$ cat src/rtl/seg_display_mux.sv
// Purpose : time-multiplexed driver for a two-digit common-anode 7-segment display.
// Latency : a val/bright change is visible from the next SHOW0 slot (at most one frame plus one cycle).
// Backpres: none; the display is a free-running sink and the inputs are sampled once per frame.
//
// Ports:
//   clk     system clock
//   reset   asynchronous, active-high; outputs blank immediately on assertion
//   val     [3:0] right digit, [7:4] left digit (hex)
//   bright  brightness 0 (dimmest) .. 7 (full); on-time = (bright+1)/8 of a slot
//   seg     active-low cathodes {g,f,e,d,c,b,a}
//   an      active-low anode enables; an[0] right digit, an[1] left digit
//
// Build option: define SEG_LEADING_ZERO_BLANK_EN to keep the left digit dark
// whenever it is zero. Timing and state sequence are unaffected.
module seg_display_mux #(
  parameter int REFRESH_DIV = 24000,  // lit-slot length in cycles, multiple of 8, >= 8
  parameter int DEAD_CYCLES = 480     // blanking between slots, >= 1
) (
  input  logic       clk,
  input  logic       reset,
  input  logic [7:0] val,
  input  logic [2:0] bright,
  output logic [6:0] seg,
  output logic [1:0] an
);

  localparam int CNT_MAX = (REFRESH_DIV > DEAD_CYCLES) ? REFRESH_DIV : DEAD_CYCLES;
  localparam int CW      = $clog2(CNT_MAX);
  localparam int SLOT    = REFRESH_DIV / 8;

  localparam logic [CW-1:0] SHOW_LAST = CW'(REFRESH_DIV - 1);
  localparam logic [CW-1:0] DEAD_LAST = CW'(DEAD_CYCLES - 1);

  typedef enum logic [1:0] {
    BLANK0 = 2'd0,
    SHOW1  = 2'd1,
    BLANK1 = 2'd2,
    SHOW0  = 2'd3
  } state_t;

  state_t        state;
  state_t        state_nxt;
  logic [CW-1:0] cnt;
  logic [7:0]    snap_val;
  logic [2:0]    snap_bright;
  // Set while reset is held and cleared on the first edge after release.
  // The release itself lands mid-period, so that first edge only arms the
  // counter; BLANK1 then holds for DEAD_CYCLES full edges before SHOW0.
  logic          boot;

  logic [3:0]    factor;
  logic [CW+3:0] on_lim;
  logic          lit;

  // Active-low {g,f,e,d,c,b,a} hex decode.
  function automatic logic [6:0] decode(input logic [3:0] d);
    logic [6:0] s;
    case (d)
      4'h0:    s = 7'b1000000;
      4'h1:    s = 7'b1111001;
      4'h2:    s = 7'b0100100;
      4'h3:    s = 7'b0110000;
      4'h4:    s = 7'b0011001;
      4'h5:    s = 7'b0010010;
      4'h6:    s = 7'b0000010;
      4'h7:    s = 7'b1111000;
      4'h8:    s = 7'b0000000;
      4'h9:    s = 7'b0010000;
      4'hA:    s = 7'b0001000;
      4'hB:    s = 7'b0000011;
      4'hC:    s = 7'b1000110;
      4'hD:    s = 7'b0100001;
      4'hE:    s = 7'b0000110;
      default: s = 7'b0001110;
    endcase
    return s;
  endfunction

  // State register, slot counter and frame snapshot.
  always_ff @(posedge clk or posedge reset) begin
    if (reset) begin
      state       <= BLANK1;
      cnt         <= '0;
      snap_val    <= 8'h00;
      snap_bright <= 3'd7;
      boot        <= 1'b1;
    end else if (boot) begin
      boot <= 1'b0;
    end else if (state_nxt != state) begin
      state <= state_nxt;
      cnt   <= '0;
      // Both digits of a frame are drawn from this one capture.
      if (state_nxt == SHOW0) begin
        snap_val    <= val;
        snap_bright <= bright;
      end
    end else begin
      cnt <= cnt + 1'b1;
    end
  end

  // Next-state logic.
  always_comb begin
    state_nxt = state;
    if (!boot) begin
      case (state)
        SHOW0:   if (cnt == SHOW_LAST) state_nxt = BLANK0;
        BLANK0:  if (cnt == DEAD_LAST) state_nxt = SHOW1;
        SHOW1:   if (cnt == SHOW_LAST) state_nxt = BLANK1;
        BLANK1:  if (cnt == DEAD_LAST) state_nxt = SHOW0;
        default: state_nxt = BLANK1;
      endcase
    end
  end

  // Outputs depend only on registered state, cnt and snapshot, so a
  // mid-frame change on val/bright cannot reach the pins.
  always_comb begin
    an     = 2'b11;
    seg    = 7'h7F;
    // On-time threshold: (snap_bright+1) slices of REFRESH_DIV/8 cycles.
    factor = {1'b0, snap_bright} + 4'd1;
    on_lim = (CW+4)'(factor) * (CW+4)'(SLOT);
    lit    = {4'b0000, cnt} < on_lim;
    case (state)
      SHOW0: begin
        if (lit) begin
          an  = 2'b10;
          seg = decode(snap_val[3:0]);
        end
      end
      SHOW1: begin
        if (lit) begin
`ifdef SEG_LEADING_ZERO_BLANK_EN
          if (snap_val[7:4] != 4'h0) begin
            an  = 2'b01;
            seg = decode(snap_val[7:4]);
          end
`else
          an  = 2'b01;
          seg = decode(snap_val[7:4]);
`endif
        end
      end
      default: begin
        an  = 2'b11;
        seg = 7'h7F;
      end
    endcase
  end

endmodule
$ cat config.mk
export PLATFORM = sky130hd
export DESIGN_NAME = seg_display_mux
export DESIGN_NICKNAME = d
export VERILOG_FILES = /design/src/rtl/seg_display_mux.sv
export SDC_FILE = /design/constraint.sdc
export NUM_CORES = 1
export LEC_CHECK = 0
export ABC_AREA = 1
export ABC_CLOCK_PERIOD_IN_PS = 7290
export CORE_AREA = 4 4 84 86
export DETAILED_ROUTE_END_ITERATION = 16
export DIE_AREA = 0 0 88 90
export PLACE_DENSITY = 0.67
export RECOVER_POWER = 50
export REMOVE_ABC_BUFFERS = 1
export SLEW_MARGIN = 20
export SYNTH_ARGS = -nofsm -noshare
export SYNTH_HDL_FRONTEND = slang
export SYNTH_SLANG_ARGS = --single-unit
$ cat constraint.sdc
create_clock -name clk -period 7.29 [get_ports clk]
set_clock_uncertainty 0.2 [all_clocks]
set_input_delay 1.458 -clock clk [delete_from_list [all_inputs] [get_ports clk]]
set_output_delay 1.458 -clock clk [all_outputs]
set_load 0.05 [all_outputs]
; ---- Yosys cells after proc, flatten, opt, wreduce, memory -nomap -nowiden
; Memory sizes are Yosys's and may differ from the RTL's.
; Cells that the tools add are included.
[word_totals]
register_bits = 29
latch_bits = 0
ramBits = 0
mem_bits_ro = 224
inputBits = 13
word_cells = 35
memories = 2
[memory_table]
columns = memory, depth, width, rd, rd_ports_with_merged_regs, write_ports, line_no
row1 = (no name shown), 16, 7, 1, 0, 0, 58  ; case (d)
row2 = (no name shown), 16, 7, 1, 0, 0, 58
[op_classes]
addsub = 2
mul = 1
n_div = 0
magnitude_cmp = 1
eq_ne = 7
shifts = 0
n_mux = 13
bitwise_logic = 1
n_reduce_logical = 3
[op_table]
columns = cell, n
row1 = $lt 15x16->1, 1
row2 = $add 15x1->15 const B, 1
row3 = $eq 15x15->1 const B, 1
row4 = $eq 15x9->1 const B, 1
row5 = $mux 15, 1
row6 = $mux 7, 2
row7 = $pmux 7 s2, 1
row8 = $mul 4x9->13 const B, 1
row9 = $mux 2, 6
row10 = $pmux 2 s4, 1
row11 = $eq 2x2->1 const B, 3
row12 = $add 3x1->4 const B, 1
row13 = $pmux 2 s2, 1
row14 = $reduce_and 3->1, 1
row15 = $eq 2x1->1 const B, 1
row16 = $logic_not 2->1, 1
row17 = $ne 2x2->1, 1
row18 = $reduce_and 2->1, 1
row19 = $mux 1, 1
row20 = $not 1->1, 1

; ---- Logic depth before layout (Yosys ltp)
; Gate-level depths: netlist (run 1).
[depth]
ltp_word = 6
ltp_mapped = 28

; ---- Worst setup path before layout (run 1)
; No wires, ideal clock.
[synth_path]
path_type = register to output
start = register snap_bright[0]
end = output seg[6]
arrival_ns = 5.043
t_required_ns = 5.632
setup_slack_ns = 0.589
path_stages_with_launch = 26
path_cell_list = dfstp_2 nand3_1 nor2_1 inv_1 nand2_1 inv_1 ha_1 nor2_1 inv_1 fa_1 ha_1 a21o_1 a21oi_1 o21bai_1 nand3_1 nand2_1 xor2_1 ha_1 nand2_1 nor2_1 nand3_1 nand2_1 nand3_2 nand2_1 nor2_1 nor2_1
[synth_via]
elab_chain_len = 5
[synth_lines]
columns = item, line_no
row1 = from (decl), 45  ; logic [2:0] snap_bright;
row2 = from (signal assigned), 95  ; snap_bright <= bright;
row3 = $add 3x1->4 *, 122  ; factor = {1'b0, snap_bright} + 4'd1;
row4 = $mul 4x9->13 *, 123  ; on_lim = (CW+4)'(factor) * (CW+4)'(SLOT);
row5 = $lt 15x16->1 *, 124  ; lit = {4'b0000, cnt} < on_lim;
row6 = $mux 7 (on tied branches), "133, 127"
row7 = $pmux 7 s2 *, 125  ; case (state)
row8 = to (decl), 23  ; output logic [6:0] seg,
; Mark *: on every way between the ends. The rest lies on a longest branch, timed or not.

; ---- Final worst setup path (run 1)
[layout_path]
start = register snap_bright[0]
end = output an[1]
[layout_via]
elab_chain_len = 5
[layout_lines]
columns = item, line_no
row1 = $add 3x1->4, 122
row2 = $mul 4x9->13, 123
row3 = $lt 15x16->1, 124
row4 = $mux 2, 133  ; if (lit) begin
row5 = $pmux 2 s2, 125
row6 = to (decl), 24  ; output logic [1:0] an
; No other way between the ends.

==> metrics.txt, run 1 <==
status=finished, violations left; failing checks=capacitance limit, slew limit; ant diodes=0; syn avg cell area=7.08 um2; Synth top cells by count=nand2_1 (101), inv_1 (54), ha_1 (40), nor2_1 (37), nand3_1 (25); Synth cell types=40; Fin Setup TNS=0 ps; Starting Density=0.485; total CTS buffers=5; Gate Count Post-Synth=430; post-layout util=0.538; CP Cell Sequence=ha_2, xnor2_1, nand2_1, nand2_1, inv_1, ha_1, nor2_1, inv_1, fa_1, ha_1, a21o_1, a21oi_1, o21bai_2, nand3_1, nand2_1, xor2_1, ha_1, nand2_1, nor2_1, nand3_1, nand2_1, nand3_2, nand2_1, dlygate4sd2_1; register bit total from synthesis=29; root buffer cell=clkbuf_8; sequential element share of the synthesized area=0.241; placed cell count=520; Post-DP HPWL=5.63 mm; Longest Clk Path Bufs=2; Most common cell on crit path=nand2_1; Sink Count=29; Clock transition at path regs=60 ps; largest area contributor in the netlist=dfrtp_1; CP required=5630 ps; post-route insts no fill=530; vias per inst=5.19; Crit path depth=24; crit path launch=snap_bright[0]; peak supply drop=0.000186 V; pre-CTS setup slack=136 ps; chip height=90 um; Fmax=0.147 GHz; Setup violations, final=0; setup ws final=488 ps; CP endpoint=an[1]; Pleak=1.79 nW; GRT Resource Usage Total=0.185; r2r endpoint=snap_val[3]; I/O pin total=22; Final Max Slew Viols=30; Max-cap violations=1; Startpoint Class=flop; top cell type's share of synthesized area=0.197; routed via count=2752; critical path fanouts, max=10; largest net degree at the start of global routing=30; RSZ-0062 raised after global routing=false; vias in the first global route=2601; slowest CP cell=dfstp_2; Fin. Hold Viols=0; Post-synth EDFFs=0; most common cell in the netlist=nand2_1; wire per inst=12.9 um; pwr/cell area=138 nW/um2; DRT Wirelength=6.84 mm; CORE AREA=6280 um2; initial antenna violation count=0; htree depth=2; r2r startpoint=boot; die area=7920 um2; headroom to the max-slew limit=-0.0308; period utilization=0.933; Detailed Route Iter0 Violations=86; cell family with most CP delay=adder cells; HP Class=flop to flop; CTS tree=done; iteration count of the initial detailed-routing pass=4; worst path arrival time=5140 ps; Area after DPL=3300 um2; Layout Nets=510; final estimated routing congestion in global placement=0.881; IO Port Bufs=21; Register-to-Register Path Depth=12; fin crit period=6800 ps; Worst Tran Pin Value=1550 ps; Mapped Area=3040 um2; worst path bufs/invs=3; # DRC=0; share of synthesized flip-flops with an asynchronous set or reset=1.00; GRT Residual Overflow=0; CP max stage delay=580 ps; Design Area, Final=3380 um2; antenna viol nets, final=0; layout cells sized above 1=0.0949; Worst-Skew Late Latency=280 ps; die width=88 um; Row Count=29; Synthesis Warnings=0; first-pass GRT wire length=11.9 mm; Crit. End Element=output pin; critical path type=flop to output pin; top post-synthesis cells by area=dfrtp_1 (20%), ha_1 (16%), nand2_1 (12%), inv_1 (6.7%), nor2_1 (4.6%); Reg2Reg Setup Slack=4070 ps; top_reg_cell synth=dfrtp_1; Layout area overhead=10.9%; # hold bufs at CTS=0
## final cells by class
class,instances,area (um2)
clock buffers,7,96.3
clock inverters,1,5.00
fillers,642,2900
inverters,64,241
multi-input cells,328,2010
flip-flops and latches,29,732
well taps,77,96.3
repair buffers,24,191
## layout by cell type (no fill, tap or decap), drive strengths merged, types with 6 or more instances in the layout
| cell type | n |
|---|---|
| xnor2 | 6 |
| dfrtp | 24 |
| ha | 40 |
| nand3 | 27 |
| clkbuf | 15 |
| nor2 | 42 |
| nand4 | 15 |
| o21ai | 26 |
| xor2 | 10 |
| inv | 61 |
| nand2 | 107 |
| clkdlybuf4s50 | 11 |
| a21oi | 23 |
## what timing repair did
item / CTS / global route
endpoints found under the setup margin: 9 / 9
setup buffers: 0 / 2
gates resized for setup: 9 / 19
## power by group
group	switching [mW]	leakage, nW	total [mW]	internal (mW)
combinational	0.0655	1.41	0.105	0.0396
clock	0.0625	0.0542	0.148	0.0852
sequential	0.0332	0.328	0.213	0.180
## tightest hold or removal path, delay by kind of cell, from the launching register on
kind / cells / cell delay (ps)
flip-flops: 1 / 390
AND/OR/NAND/NOR: 2 / 100
## state kept, by name, indices dropped and copies added, names as in the netlist
register and cells:
snap_bright 3, snap_val 8, cnt 15, boot 1
state 2
## worst min path at each step
stage / start / endpoint / slack [ps] / cells after the start
floorplan: snap_bright[1] / snap_bright[1] / 260 / 2
global placement: snap_bright[1] / snap_bright[1] / 290 / 2
detailed placement: snap_bright[1] / snap_bright[1] / 280 / 2
CTS: snap_bright[1] / snap_bright[1] / 290 / 2
global route: snap_bright[0] / snap_bright[0] / 320 / 2
finish: snap_bright[1] / snap_bright[1] / 300 / 2
## logic make-up after synthesis
family / count (synthesis) / synth area share
AND/OR/NAND/NOR: 200 / 0.295
AO/OA/AOI/OAI: 66 / 0.123
buffers and inverters: 73 / 0.0970
other: 1 / 0.00123
flip-flops: 29 / 0.241
adder cells (fa/ha/maj): 45 / 0.197
XOR/XNOR: 16 / 0.0461
## metrics by stage
step | total power [mW] | hold WS, ps
2_1_floorplan | 0.288 | 263
3_3_place_gp | 0.322 | 286
3_5_place_dp | 0.327 | 284
4_1_cts | 0.475 | 294
5_1_grt | 0.496 | 318
6_report | 0.466 | 301
## metal layers
layer / share of wire / global-route usage / wire (um)
met1: 0.48 / 0.260 / 3270
met2: 0.48 / 0.299 / 3270
met3: 0.033 / 0.0247 / 224
met4: 0.010 / 0.0396 / 71
met5: 0 / 0 / 0
Power figures use the tool's default switching activity.
==> inputs of run 2 (changes only) <==
--- a/config.mk
+++ b/config.mk
@@ -10,7 +10,8 @@
 export CORE_AREA = 4 4 84 86
 export DETAILED_ROUTE_END_ITERATION = 16
 export DIE_AREA = 0 0 88 90
-export PLACE_DENSITY = 0.67
+export GPL_ROUTABILITY_DRIVEN = 0
+export PLACE_DENSITY_LB_ADDON = 0.05
 export RECOVER_POWER = 50
 export REMOVE_ABC_BUFFERS = 1
 export SLEW_MARGIN = 20
==> run 2 against run 1 <==
Against the previous run: the flow still finishes with violations (capacitance limit, slew limit); wire length is 1.1% lower; final area is 0.30% lower; total power increased by 5.1%; core utilization is 0.16 points lower; cell count is 0.38% lower; die area did not move; non-clock buffer count decreased by 2; critical endpoint unchanged; worst setup slack worse by 110 ps; largest power group unchanged; count of clock-buffer cells in the layout unchanged.
==> metrics.txt, run 2 (synthesis results as in run 1) <==
slowest CP cell=dfstp_2; wire per inst=12.8 um; pwr/cell area=146 nW/um2; worst path arrival time=5250 ps; Worst-Skew Late Latency=280 ps; root buffer cell=clkbuf_8; critical path type=flop to output pin; Reg with most FFs=cnt; failing checks=capacitance limit, slew limit; first-pass GRT wire length=11.8 mm; Layout area overhead=10.6%; largest net degree at the start of global routing=30; most common library cell in the layout ignoring fill and taps=nand2_1; CP required=5630 ps; post-layout util=0.536; htree depth=2; # hold bufs at CTS=0; CTS tree=done; max reg flops=15; Starting Density=0.485; iteration count of the initial detailed-routing pass=4; initial antenna violation count=0; Worst Tran Pin Value=1600 ps; Layout Nets=508; Most common cell on crit path=nand2_1; vias in the first global route=2616; Final Max Slew Viols=30; Design Area, Final=3370 um2; Crit. End Element=output pin; GRT Resource Usage Total=0.184; period utilization=0.948; Sequential cell area=732 um2; placed cell count=520; headroom to the max-slew limit=-0.0660; Setup violations, final=0; routed via count=2753; I/O pin total=22; HP Class=flop to flop; DRT Wirelength=6.76 mm; Post-DP HPWL=5.39 mm; commonest cells after routing, fill and taps aside=nand2_1 (103), inv_1 (55), ha_1 (40); total CTS buffers=5; Multi-input gate area=2000 um2; layout cells sized above 1=0.0820; Max-cap violations=1; critical path fanouts, max=10; Row Count=29; Detailed Route Iter0 Violations=127; die width=88 um; Startpoint Class=flop; Fin. Hold Viols=0; Min Hold Slack=295 ps; antenna viol nets, final=0; Longest Clk Path Bufs=2; CP Cell Sequence=nand3_1, nor2_2, inv_1, nand2_1, inv_1, ha_1, nor2_1, inv_1, fa_1, ha_1, a21o_1, a21oi_1, o21bai_2, nand3_1, nand2_1, xor2_1, ha_1, nand2_1, nor2_1, a21oi_1, nand2_1, nand3_2, nand2_1, clkdlybuf4s15_1; ant diodes=0; Fmax=0.145 GHz; biggest regs=cnt (15), snap_val (8), snap_bright (3); # DRC=0; CP max stage delay=640 ps; GRT Residual Overflow=0; Area after DPL=3300 um2; Pleak=1.78 nW; status=finished, violations left; Sink Count=29; die area=7920 um2; chip height=90 um; postcts setup bufs=0; Clock transition at path regs=70 ps; fin crit period=6910 ps; peak supply drop=0.000159 V; vias per inst=5.21; post-route insts no fill=528; IO Port Bufs=21; Pwr Total=490 uW; filler instances=640; CORE AREA=6280 um2
[run 2: cell count changes in the layout (fill, tap and decap cells not counted), sizes merged]
cell	delta
bufinv	+1
dlymetal6s2s	+1
dlygate4sd2	-2
clkinv	-1
buf	-2
clkdlybuf4s15	+1
[run 2: path summary, 6_finish.rpt]
check | slack, ps | start | cells past startpoint | endpoint
setup reg to reg | 4090 | boot | 12 | snap_val[1]
hold / removal | 290 | snap_bright[1] | 2 | snap_bright[1]
setup / recovery | 380 | snap_bright[0] | 24 | an[1]
max in group asynchronous | 3980 | reset | 3 | cnt[11]
min in group asynchronous | 1970 | reset | 3 | cnt[5]
hold reg to reg | 290 | snap_bright[1] | 2 | snap_bright[1]
[run 2: what timing repair did]
| item | CTS | global route |
|---|---|---|
| pin swaps | 0 | 0 |
| setup endpoints to repair | 8 | 9 |
| gates resized for setup | 8 | 18 |
[run 2: per-layer routing]
layer / wire length, um / global-route usage / part of all wire / up-vias
li1: - / - / - / 1436
met1: 3470 / 0.271 / 0.51 / 1262
met2: 3030 / 0.280 / 0.45 / 51
met3: 227 / 0.0283 / 0.034 / 4
met4: 35 / 0.0422 / 0.0052 / 0
met5: 0 / 0 / 0 / -
[run 2: worst max-delay path: cells and delay by family, from the launching register on]
kind	cells	cell delay, ps
AOI/OAI and AO/OA	4	680
xor gates and xnor gates	1	150
adders and majority gates	4	1230
buffers and inverters	4	780
DFF	1	640
and+or+nand+nor	11	1490
[run 2: final cells by class]
cell class / instances / area share
Multi-Input combinational cell: 328 / 0.594
Sequential cell: 29 / 0.217
Inverter: 64 / 0.0717
Timing Repair Buffer: 22 / 0.0539
Tap cell: 77 / 0.0286
Clock buffer: 7 / 0.0257
Clock inverter: 1 / 0.00892
[run 2: power by group]
| part | switching, mW | total [mW] | internal (mW) |
|---|---|---|---|
| registers | 0.0325 | 0.212 | 0.180 |
| logic | 0.0657 | 0.105 | 0.0395 |
| clock network | 0.0608 | 0.172 | 0.111 |
[run 2: metrics by stage]
step / setup TNS (ps) / setup WS [ps]
after CTS: 0 / 32.0
after floorplan: 0 / 589
after global placement: 0 / 318
final: 0 / 381
after global routing: -26.2 / -26.2
after detailed placement: 0 / 198
